**src/rtl/button_cond_pkg.sv**
```systemverilog
// Shared types and width helpers for the button conditioner.
package button_pkg;

    // Per-channel press tracking states.
    typedef enum logic [1:0] {
        RELEASED,
        PRESSED,
        HELD_LONG
    } btn_state_e;

    // Debounce counter must hold values 0..cycles.
    function automatic int deb_cnt_w(input int cycles);
        return (cycles < 1) ? 1 : $clog2(cycles + 1);
    endfunction

    // Hold counter only ever reaches cycles-2, so $clog2(cycles) bits suffice.
    function automatic int hold_cnt_w(input int cycles);
        return (cycles < 2) ? 1 : $clog2(cycles);
    endfunction

endpackage

```
**src/rtl/button_cond_ch.sv**
```systemverilog
// One button channel: synchroniser, polarity fix, debounce and press FSM.
// `release` is a reserved word in SystemVerilog, hence the release_pulse name.
module button_cond_ch
    import button_pkg::*;
#(
    parameter int   SYNC_STAGES     = 3,
    parameter int   DEBOUNCE_CYCLES = 16,
    parameter int   LONG_CYCLES     = 1000,
    parameter logic INVERT          = 1'b0
) (
    input  logic clk,
    input  logic rst_n,
    input  logic in,
    output logic level,
    output logic press,
    output logic release_pulse,
    output logic long_press
);

    localparam int CNT_W  = deb_cnt_w(DEBOUNCE_CYCLES);
    localparam int HOLD_W = hold_cnt_w(LONG_CYCLES);
    localparam logic [CNT_W-1:0]  CNT_LAST  = CNT_W'(DEBOUNCE_CYCLES - 1);
    localparam logic [HOLD_W-1:0] HOLD_LAST = HOLD_W'(LONG_CYCLES - 2);

    logic [SYNC_STAGES-1:0] sync_p;
    logic [SYNC_STAGES-1:0] vld_p;
    logic [CNT_W-1:0]       cnt;
    logic [HOLD_W-1:0]      hold_cnt;
    btn_state_e             state;

    logic s;
    logic flip;
    logic rise_evt;
    logic fall_evt;

    // The valid chain keeps the debouncer idle until the synchroniser holds real
    // pin samples rather than reset zeros, so every channel starts counting at
    // the same point regardless of polarity.
    assign s        = sync_p[SYNC_STAGES-1] ^ INVERT;
    assign flip     = vld_p[SYNC_STAGES-1] && (s != level) && (cnt == CNT_LAST);
    assign rise_evt = flip && s;
    assign fall_evt = flip && !s;

    // Synchroniser stages with a matching fill-valid shift register.
    always_ff @(posedge clk or negedge rst_n) begin
        if (!rst_n) begin
            sync_p <= '0;
            vld_p  <= '0;
        end else begin
            sync_p <= {sync_p[SYNC_STAGES-2:0], in};
            vld_p  <= {vld_p[SYNC_STAGES-2:0], 1'b1};
        end
    end

    // Stability counter: level flips only after DEBOUNCE_CYCLES consecutive differing samples.
    always_ff @(posedge clk or negedge rst_n) begin
        if (!rst_n) begin
            level         <= 1'b0;
            cnt           <= '0;
            press         <= 1'b0;
            release_pulse <= 1'b0;
        end else begin
            press         <= rise_evt;
            release_pulse <= fall_evt;
            if (!vld_p[SYNC_STAGES-1] || (s == level)) begin
                cnt <= '0;
            end else if (flip) begin
                level <= s;
                cnt   <= '0;
            end else begin
                cnt <= cnt + 1'b1;
            end
        end
    end

    // Press tracking FSM; a release on the threshold cycle suppresses long_press.
    always_ff @(posedge clk or negedge rst_n) begin
        if (!rst_n) begin
            state      <= RELEASED;
            hold_cnt   <= '0;
            long_press <= 1'b0;
        end else begin
            long_press <= 1'b0;
            case (state)
                RELEASED: begin
                    if (level && !fall_evt) begin
                        state    <= PRESSED;
                        hold_cnt <= '0;
                    end
                end
                PRESSED: begin
                    if (fall_evt) begin
                        state    <= RELEASED;
                        hold_cnt <= '0;
                    end else if (hold_cnt == HOLD_LAST) begin
                        long_press <= 1'b1;
                        state      <= HELD_LONG;
                    end else begin
                        hold_cnt <= hold_cnt + 1'b1;
                    end
                end
                HELD_LONG: begin
                    if (fall_evt) begin
                        state    <= RELEASED;
                        hold_cnt <= '0;
                    end
                end
                default: begin
                    state    <= RELEASED;
                    hold_cnt <= '0;
                end
            endcase
        end
    end

endmodule

```
**src/rtl/button_cond.sv**
```systemverilog
// Multi-channel button conditioner: independent per-channel instances.
module button_cond
    import button_pkg::*;
#(
    parameter int                CHANNELS        = 4,
    parameter int                SYNC_STAGES     = 3,
    parameter int                DEBOUNCE_CYCLES = 16,
    parameter int                LONG_CYCLES     = 1000,
    parameter logic [CHANNELS-1:0] INVERT        = '0
) (
    input  logic                clk,
    input  logic                rst_n,
    input  logic [CHANNELS-1:0] in,
    output logic [CHANNELS-1:0] level,
    output logic [CHANNELS-1:0] press,
    output logic [CHANNELS-1:0] release_pulse,
    output logic [CHANNELS-1:0] long_press
);

    for (genvar i = 0; i < CHANNELS; i++) begin : g_ch
        button_cond_ch #(
            .SYNC_STAGES     (SYNC_STAGES),
            .DEBOUNCE_CYCLES (DEBOUNCE_CYCLES),
            .LONG_CYCLES     (LONG_CYCLES),
            .INVERT          (INVERT[i])
        ) u_ch (
            .clk           (clk),
            .rst_n         (rst_n),
            .in            (in[i]),
            .level         (level[i]),
            .press         (press[i]),
            .release_pulse (release_pulse[i]),
            .long_press    (long_press[i])
        );
    end

endmodule
```
**config.mk**
```make
export PLATFORM = sky130hd
export DESIGN_NAME = button_cond
export DESIGN_NICKNAME = d
export VERILOG_FILES = /design/src/rtl/button_cond_pkg.sv /design/src/rtl/button_cond_ch.sv /design/src/rtl/button_cond.sv
export SDC_FILE = /design/constraint.sdc
export NUM_CORES = 1
export LEC_CHECK = 0
export BUFFER_PORTS_ARGS = -buffer_cell sky130_fd_sc_hd__buf_2
export CAP_MARGIN = 20
export CORE_ASPECT_RATIO = 1.4
export CORE_MARGIN = 3
export CORE_UTILIZATION = 35
export DETAILED_ROUTE_END_ITERATION = 7
export GPL_ROUTABILITY_DRIVEN = 0
export SLEW_MARGIN = 20
export SYNTH_ARGS = -nofsm -noshare
export SYNTH_HDL_FRONTEND = slang
export SYNTH_SLANG_ARGS = --single-unit
export TNS_END_PERCENT = 10
```
**constraint.sdc**
```tcl
create_clock -name clk -period 1.9 [get_ports clk]
set_input_delay 0.475 -clock clk [delete_from_list [all_inputs] [get_ports clk]]
set_output_delay 0.475 -clock clk [all_outputs]
set_load 0.01 [all_outputs]
```
==> flow_summary.json, run 1 <==
{
  "cp.buffers_inverters": 3,
  "p_leak_nw": 2.60,
  "final_layout_size_suffix_gt1_frac": 0.184,
  "rr_endpoint": "g_ch[1].u_ch.hold_cnt[7]$_DFFE_PN0P_",
  "min_path_type": "primary input to async pin",
  "grt_remaining_overflow": 0,
  "yosysWarningCount": 0,
  "port_buffers": 21,
  "start_util": 0.361,
  "die_area_um2": 14800,
  "multi_input_area_um2": 2110,
  "synth_top_area_share": 0.530,
  "ff2ff_path_depth": 9,
  "clock_skew_ns": 0.00731,
  "final_util": 0.427,
  "crit_fanout": 5,
  "dieHeight_um": 143,
  "nets": 513,
  "outcome": "finished clean",
  "finalCriticalPeriod_ns": 1.88,
  "wl_per_cell_um": 13.6,
  "ys_ff_latch": 99,
  "wirelength_mm": 9.19,
  "ant_nets": 0,
  "post-synth-top-area-cell": "dfrtp_1",
  "synthCells": 454,
  "slowest_delay_ns": 0.38,
  "num_antenna_cells": 0,
  "rsz0062_at_grt": "yes",
  "cts_max_level": 3,
  "grt_pass1_wl_mm": 15.5,
  "async_flop_share": 1.00,
  "rr_startpoint": "g_ch[1].u_ch.cnt[0]$_DFF_PN0_",
  "setup.worst_path.class": "flop to flop",
  "endpoint_kind": "flop",
  "synthesis.nets": 472,
  "cts_inserted_buffers": 9,
  "mostFrequentLayoutCells": "dfrtp_1, o21ai_0, nand2_1, nor2_1, buf_4",
  "cts_hold_buf": 0,
  "max_freq_mhz": 533,
  "cap_violations": 0,
  "finalCritPeriodShare": 0.988,
  "synth_edf_count": 0,
  "cts_root_buf": "clkbuf_16",
  "insertion_delay_ns": 0.34,
  "crit_family": "buffers and inverters",
  "synth_cell_types": 52,
  "fin_hold_ws_ns": 0.0718,
  "areaGrowthSynthToFinish_pct": 18.1,
  "powerDensity_nw_per_um2": 758,
  "grt_pass1_vias": 3359,
  "path_cells": "ha_2 > nand4b_1 > buf_4 > o31ai_2 > buf_4 > buf_6 > a31oi_1 > o21ai_1 > o21ai_1",
  "synth_flop_cell": "dfrtp_1",
  "max-clock-path-buffers": 2,
  "hold_viol": 0,
  "finalMaxSlewViolations": 0,
  "finalSetupViolCount": 0,
  "syn_area_um2": 4670,
  "mostFrequentLayoutCell": "dfrtp_1",
  "clock-sinks": 99,
  "coreArea_um2": 12900,
  "num_rows": 49,
  "clkTransAtPathRegs_ns": 0.07,
  "track_usage": 0.127,
  "rrSetupSlack_ns": 0.02,
  "cts_tree": "yes",
  "pin_count": 22,
  "vias": 3500,
  "fill_cells": 1210,
  "viasPerCell": 5.17,
  "syn_area_per_cell_um2": 10.3,
  "cp.arrival_ns": 2.11,
  "ir_drop_mv": 0.541,
  "drc": 0,
  "yosys-top-cells-area": "dfrtp_1, o21ai_0, and3_1",
  "seq_area_um2": 2480,
  "die_w_um": 104,
  "drt-initial-drc-count": 94,
  "hpwl_mm": 6.18,
  "crit_slowest_cell": "dfrtp_1",
  "drt_first_pass_iters": 4,
  "synth.yosys.seq_area_share": 0.530,
  "grt_antenna_before_repair": 0,
  "start_kind": "flop",
  "required_ns": 2.13,
  "grt_start_max_net_pins": 37
}
## state kept, by name, summed over array words and instances (netlist names)
signal,count
g_ch.u_ch.hold_cnt,40
g_ch.u_ch.cnt,20
g_ch.u_ch.sync_p,12
g_ch.u_ch.state,8
g_ch.u_ch.level,4
g_ch.u_ch.long_press,4
g_ch.u_ch.press,4
g_ch.u_ch.release_pulse,4
g_ch.u_ch.vld_p,3
## report_power, final
group / switching [W] / internal (W) / leakage (nW)
logic: 0.0000674 / 0.0000320 / 1.10
clock network: 0.000786 / 0.00115 / 0.152
registers: 0.0000173 / 0.00213 / 1.34
## worst max-delay path by stage
stage                                   from                                   end  slack [ns]  cells after the start
3_5_place_dp   g_ch[2].u_ch.cnt[0]$_DFF_PN0_  g_ch[2].u_ch.hold_cnt[8]$_DFFE_PN0P_        0.05                      6
2_1_floorplan  g_ch[0].u_ch.cnt[0]$_DFF_PN0_  g_ch[0].u_ch.hold_cnt[7]$_DFFE_PN0P_        0.10                      7
3_3_place_gp   g_ch[1].u_ch.cnt[0]$_DFF_PN0_  g_ch[1].u_ch.hold_cnt[8]$_DFFE_PN0P_        0.12                      6
4_1_cts        g_ch[2].u_ch.cnt[0]$_DFF_PN0_  g_ch[2].u_ch.hold_cnt[8]$_DFFE_PN0P_       0.006                      6
5_1_grt        g_ch[1].u_ch.cnt[0]$_DFF_PN0_  g_ch[1].u_ch.hold_cnt[8]$_DFFE_PN0P_       -0.07                      6
6_report       g_ch[1].u_ch.cnt[0]$_DFF_PN0_  g_ch[1].u_ch.hold_cnt[7]$_DFFE_PN0P_        0.02                      9
## Yosys cell counts, drive strengths merged (5+ instances only)
master,n
and3,27
ha,12
nand4,11
inv,10
nand3,17
dfrtp,99
nor3,14
nor2,32
buf,21
a21o,7
o21ai,61
and2,5
nor2b,8
a31oi,12
nand2,32
xor2,9
a21oi,17
nand4b,5
## layout make-up
cell class                      instances  share of cell area
Clock buffer                            9              0.0408
Clock inverter                          6              0.0163
Inverter                               10             0.00680
Multi-Input combinational cell        323               0.382
Sequential cell                        99               0.449
Tap cell                              178              0.0403
Timing Repair Buffer                   52              0.0646
## layer usage
metal / vias to the layer above / global-route usage / part of all wire
li1: 1720 / - / -
met1: 1717 / 0.148 / 0.45
met2: 48 / 0.229 / 0.51
met3: 15 / 0.0244 / 0.021
met4: 0 / 0.0588 / 0.022
met5: - / 0 / 0
## metrics by stage
step | worst slack [ns] | cells | power, W | instance area, um^2 | setup TNS, ns
6_report | 0.0228 | 677 | 0.00418 | 5520 | 0
5_1_grt | -0.0691 | 677 | 0.00436 | 5520 | -0.694
4_1_cts | 0.00583 | 668 | 0.00425 | 5360 | 0
3_5_place_dp | 0.0522 | 653 | 0.00229 | 5040 | 0
3_3_place_gp | 0.115 | 653 | 0.00229 | 5040 | 0
2_1_floorplan | 0.101 | 454 | 0.00221 | 4670 | 0
## cell families (layout without fill, tap and decap cells)
logic type / count (synthesis) / count (layout) / synth area share
simple gates: 176 / 176 / 0.205
compound gates: 114 / 117 / 0.156
flops: 99 / 99 / 0.530
buf+inv: 35 / 77 / 0.0426
fa+ha+maj: 12 / 12 / 0.0321
xor+xnor: 12 / 12 / 0.0225
mux: 5 / 5 / 0.0110
other cells: 1 / 1 / 0.000802
## what timing repair did
item	in CTS	in global routing
buffers inserted	0	6
resized for setup	0	37
setup endpoints to repair	0	38
No activity file was read; power rests on OpenSTA's default activity.
==> run 2: changes to the inputs <==
Clock period 1.9 ns to 2.36 ns, I/O delays scaled along.
==> run 2 against run 1 <==
  * Wire length decreased by 4.4%
  * Register-to-register slack improved by 0.27 ns
  * Sequential power decreased by 20%
==> flow_summary.json, run 2 (synthesis gave the netlist of run 1 again) <==
{
  "cap_violations": 0,
  "placedCellCount": 633,
  "pwr-share-seq": 0.533,
  "dieHeight_um": 143,
  "p_leak_nw": 2.46,
  "ant_nets": 0,
  "worst_pin_slew_ns": 0.491,
  "multi_input_area_um2": 2000,
  "viasPerCell": 5.21,
  "relSlewSlack": 0.670,
  "endpoint_kind": "flop",
  "power_frac_clock": 0.445,
  "grt_remaining_overflow": 0,
  "die_w_um": 104,
  "fin_cells": 648,
  "outcome": "finished clean",
  "seq_area_um2": 2480,
  "mostFrequentLayoutCells": "dfrtp_1, o21ai_0, nand2_1, nor2_1, and3_1",
  "setup.worst_path.class": "flop to flop",
  "rrSetupSlack_ns": 0.29,
  "top_register": "g_ch.u_ch.hold_cnt",
  "drt-initial-drc-count": 182,
  "final_layout_size_suffix_gt1_frac": 0.115,
  "min_path_type": "primary input to async pin",
  "wl_per_cell_um": 13.6,
  "drt_first_pass_iters": 4,
  "power.internal_w": 0.00258,
  "track_usage": 0.128,
  "worst_slack_ns": 0.290,
  "hpwl_mm": 6.09,
  "crit_fanout": 11,
  "largest_reg_flops": 40,
  "clock-sinks": 99,
  "start_kind": "flop",
  "max-clock-path-buffers": 2,
  "grt_pass1_wl_mm": 15.8,
  "grt_pass1_vias": 3373,
  "grt_antenna_before_repair": 0,
  "drc": 0,
  "setup_tns_ns": 0,
  "finalCriticalPeriod_ns": 2.07,
  "rr_endpoint": "g_ch[0].u_ch.hold_cnt[5]$_DFFE_PN0P_",
  "clkTransAtPathRegs_ns": 0.06,
  "cts_max_level": 3,
  "grt_start_max_net_pins": 52,
  "nets": 484,
  "num_antenna_cells": 0,
  "hold_viol": 0,
  "p_total_w": 0.00324,
  "cts_inserted_buffers": 9,
  "vias": 3378,
  "finalMaxSlewViolations": 0,
  "combPwrFrac": 0.022,
  "pin_count": 22,
  "cts_tree": "yes",
  "top_regs": "g_ch.u_ch.hold_cnt x40, g_ch.u_ch.cnt x20, g_ch.u_ch.sync_p x12",
  "cts_root_buf": "clkbuf_16",
  "clock_skew_ns": 0.00950,
  "insertion_delay_ns": 0.34,
  "max_freq_mhz": 483,
  "required_ns": 2.59,
  "mostFrequentLayoutCell": "dfrtp_1",
  "swShare": 0.206,
  "coreArea_um2": 12900,
  "dp_slack_ns": 0.310,
  "finalSetupViolCount": 0,
  "areaGrowthSynthToFinish_pct": 10.9,
  "crit_slowest_cell": "o21ai_1",
  "path_cells": "ha_1 > and4b_1 > and2_1 > o21ai_1 > o21ai_0 > a21o_2",
  "slowest_delay_ns": 0.41,
  "ff2ff_path_depth": 6,
  "post_cts_resized": 0,
  "start_util": 0.361,
  "rsz0062_at_grt": "no",
  "wirelength_mm": 8.78,
  "fin_hold_ws_ns": 0.218,
  "finalCritPeriodShare": 0.877,
  "p_switching_w": 0.000669,
  "rr_startpoint": "g_ch[0].u_ch.cnt[0]$_DFF_PN0_",
  "fill_cells": 1278,
  "port_buffers": 21,
  "cts_hold_buf": 0,
  "cp.arrival_ns": 2.30,
  "post_cts_buffers": 0,
  "powerDensity_nw_per_um2": 626,
  "num_rows": 49,
  "ir_drop_mv": 0.308,
  "die_area_um2": 14800
}
[run 2: cell count changes in the layout (fill, tap and decap cells not counted), moves of 2 or more]
cell,change
a31oi_2,-2
buf_4,-25
clkinv_2,+2
ha_1,+2
ha_2,-2
o21ai_0,+20
o21ai_1,-20
o31ai_1,+2
o31ai_4,-2
or4_1,+2
or4_4,-2
[run 2: per-stage QoR]
step | cell area (um^2) | utilization
6_report | 5190 | 0.401
5_1_grt | 5190 | 0.401
4_1_cts | 5190 | 0.401
3_5_place_dp | 4890 | 0.378
3_3_place_gp | 4890 | 0.378
2_1_floorplan | 4670 | -
[run 2: final cells by class]
class	count	share of cell area
sequential	99	0.478
multi-input combinational	320	0.385
clock buffer	10	0.0461
clock inverter	5	0.0104
timing repair buffer	26	0.0304
tap	178	0.0429
inverter	10	0.00724
[run 2: how the worst max path moves through the flow]
stage	from	cells after the start	slack [ns]	end
floorplan	g_ch[0].u_ch.cnt[0]$_DFF_PN0_	7	0.56	g_ch[0].u_ch.hold_cnt[7]$_DFFE_PN0P_
global placement	g_ch[0].u_ch.cnt[0]$_DFF_PN0_	6	0.39	g_ch[0].u_ch.hold_cnt[5]$_DFFE_PN0P_
detailed placement	g_ch[0].u_ch.cnt[0]$_DFF_PN0_	6	0.31	g_ch[0].u_ch.hold_cnt[5]$_DFFE_PN0P_
CTS	g_ch[0].u_ch.cnt[0]$_DFF_PN0_	6	0.30	g_ch[0].u_ch.hold_cnt[5]$_DFFE_PN0P_
global route	g_ch[0].u_ch.cnt[0]$_DFF_PN0_	6	0.13	g_ch[0].u_ch.hold_cnt[5]$_DFFE_PN0P_
finish	g_ch[0].u_ch.cnt[0]$_DFF_PN0_	6	0.29	g_ch[0].u_ch.hold_cnt[5]$_DFFE_PN0P_
[run 2: power groups by stage]
stage               logic (W)  clock network (W)  registers [W]
floorplan           0.0000257                  0        0.00176
global placement    0.0000722                  0        0.00176
detailed placement  0.0000738                  0        0.00176
CTS                 0.0000742            0.00149        0.00173
global route        0.0000843            0.00156        0.00173
finish              0.0000702            0.00144        0.00173
[run 2: worst max-delay path: cells and delay by family (launching register included)]
kind / cells / cell delay, ns
AOI/OAI and AO/OA: 3 / 0.78
and+or+nand+nor: 2 / 0.54
DFF: 1 / 0.40
adders and majority gates: 1 / 0.25
[run 2: layer usage]
metal	vias up	wire (um)	GRT usage
li1	1656	-	-
met1	1682	3930	0.156
met2	34	4570	0.224
met3	6	192	0.0267
met4	0	91	0.0490
met5	-	0	0
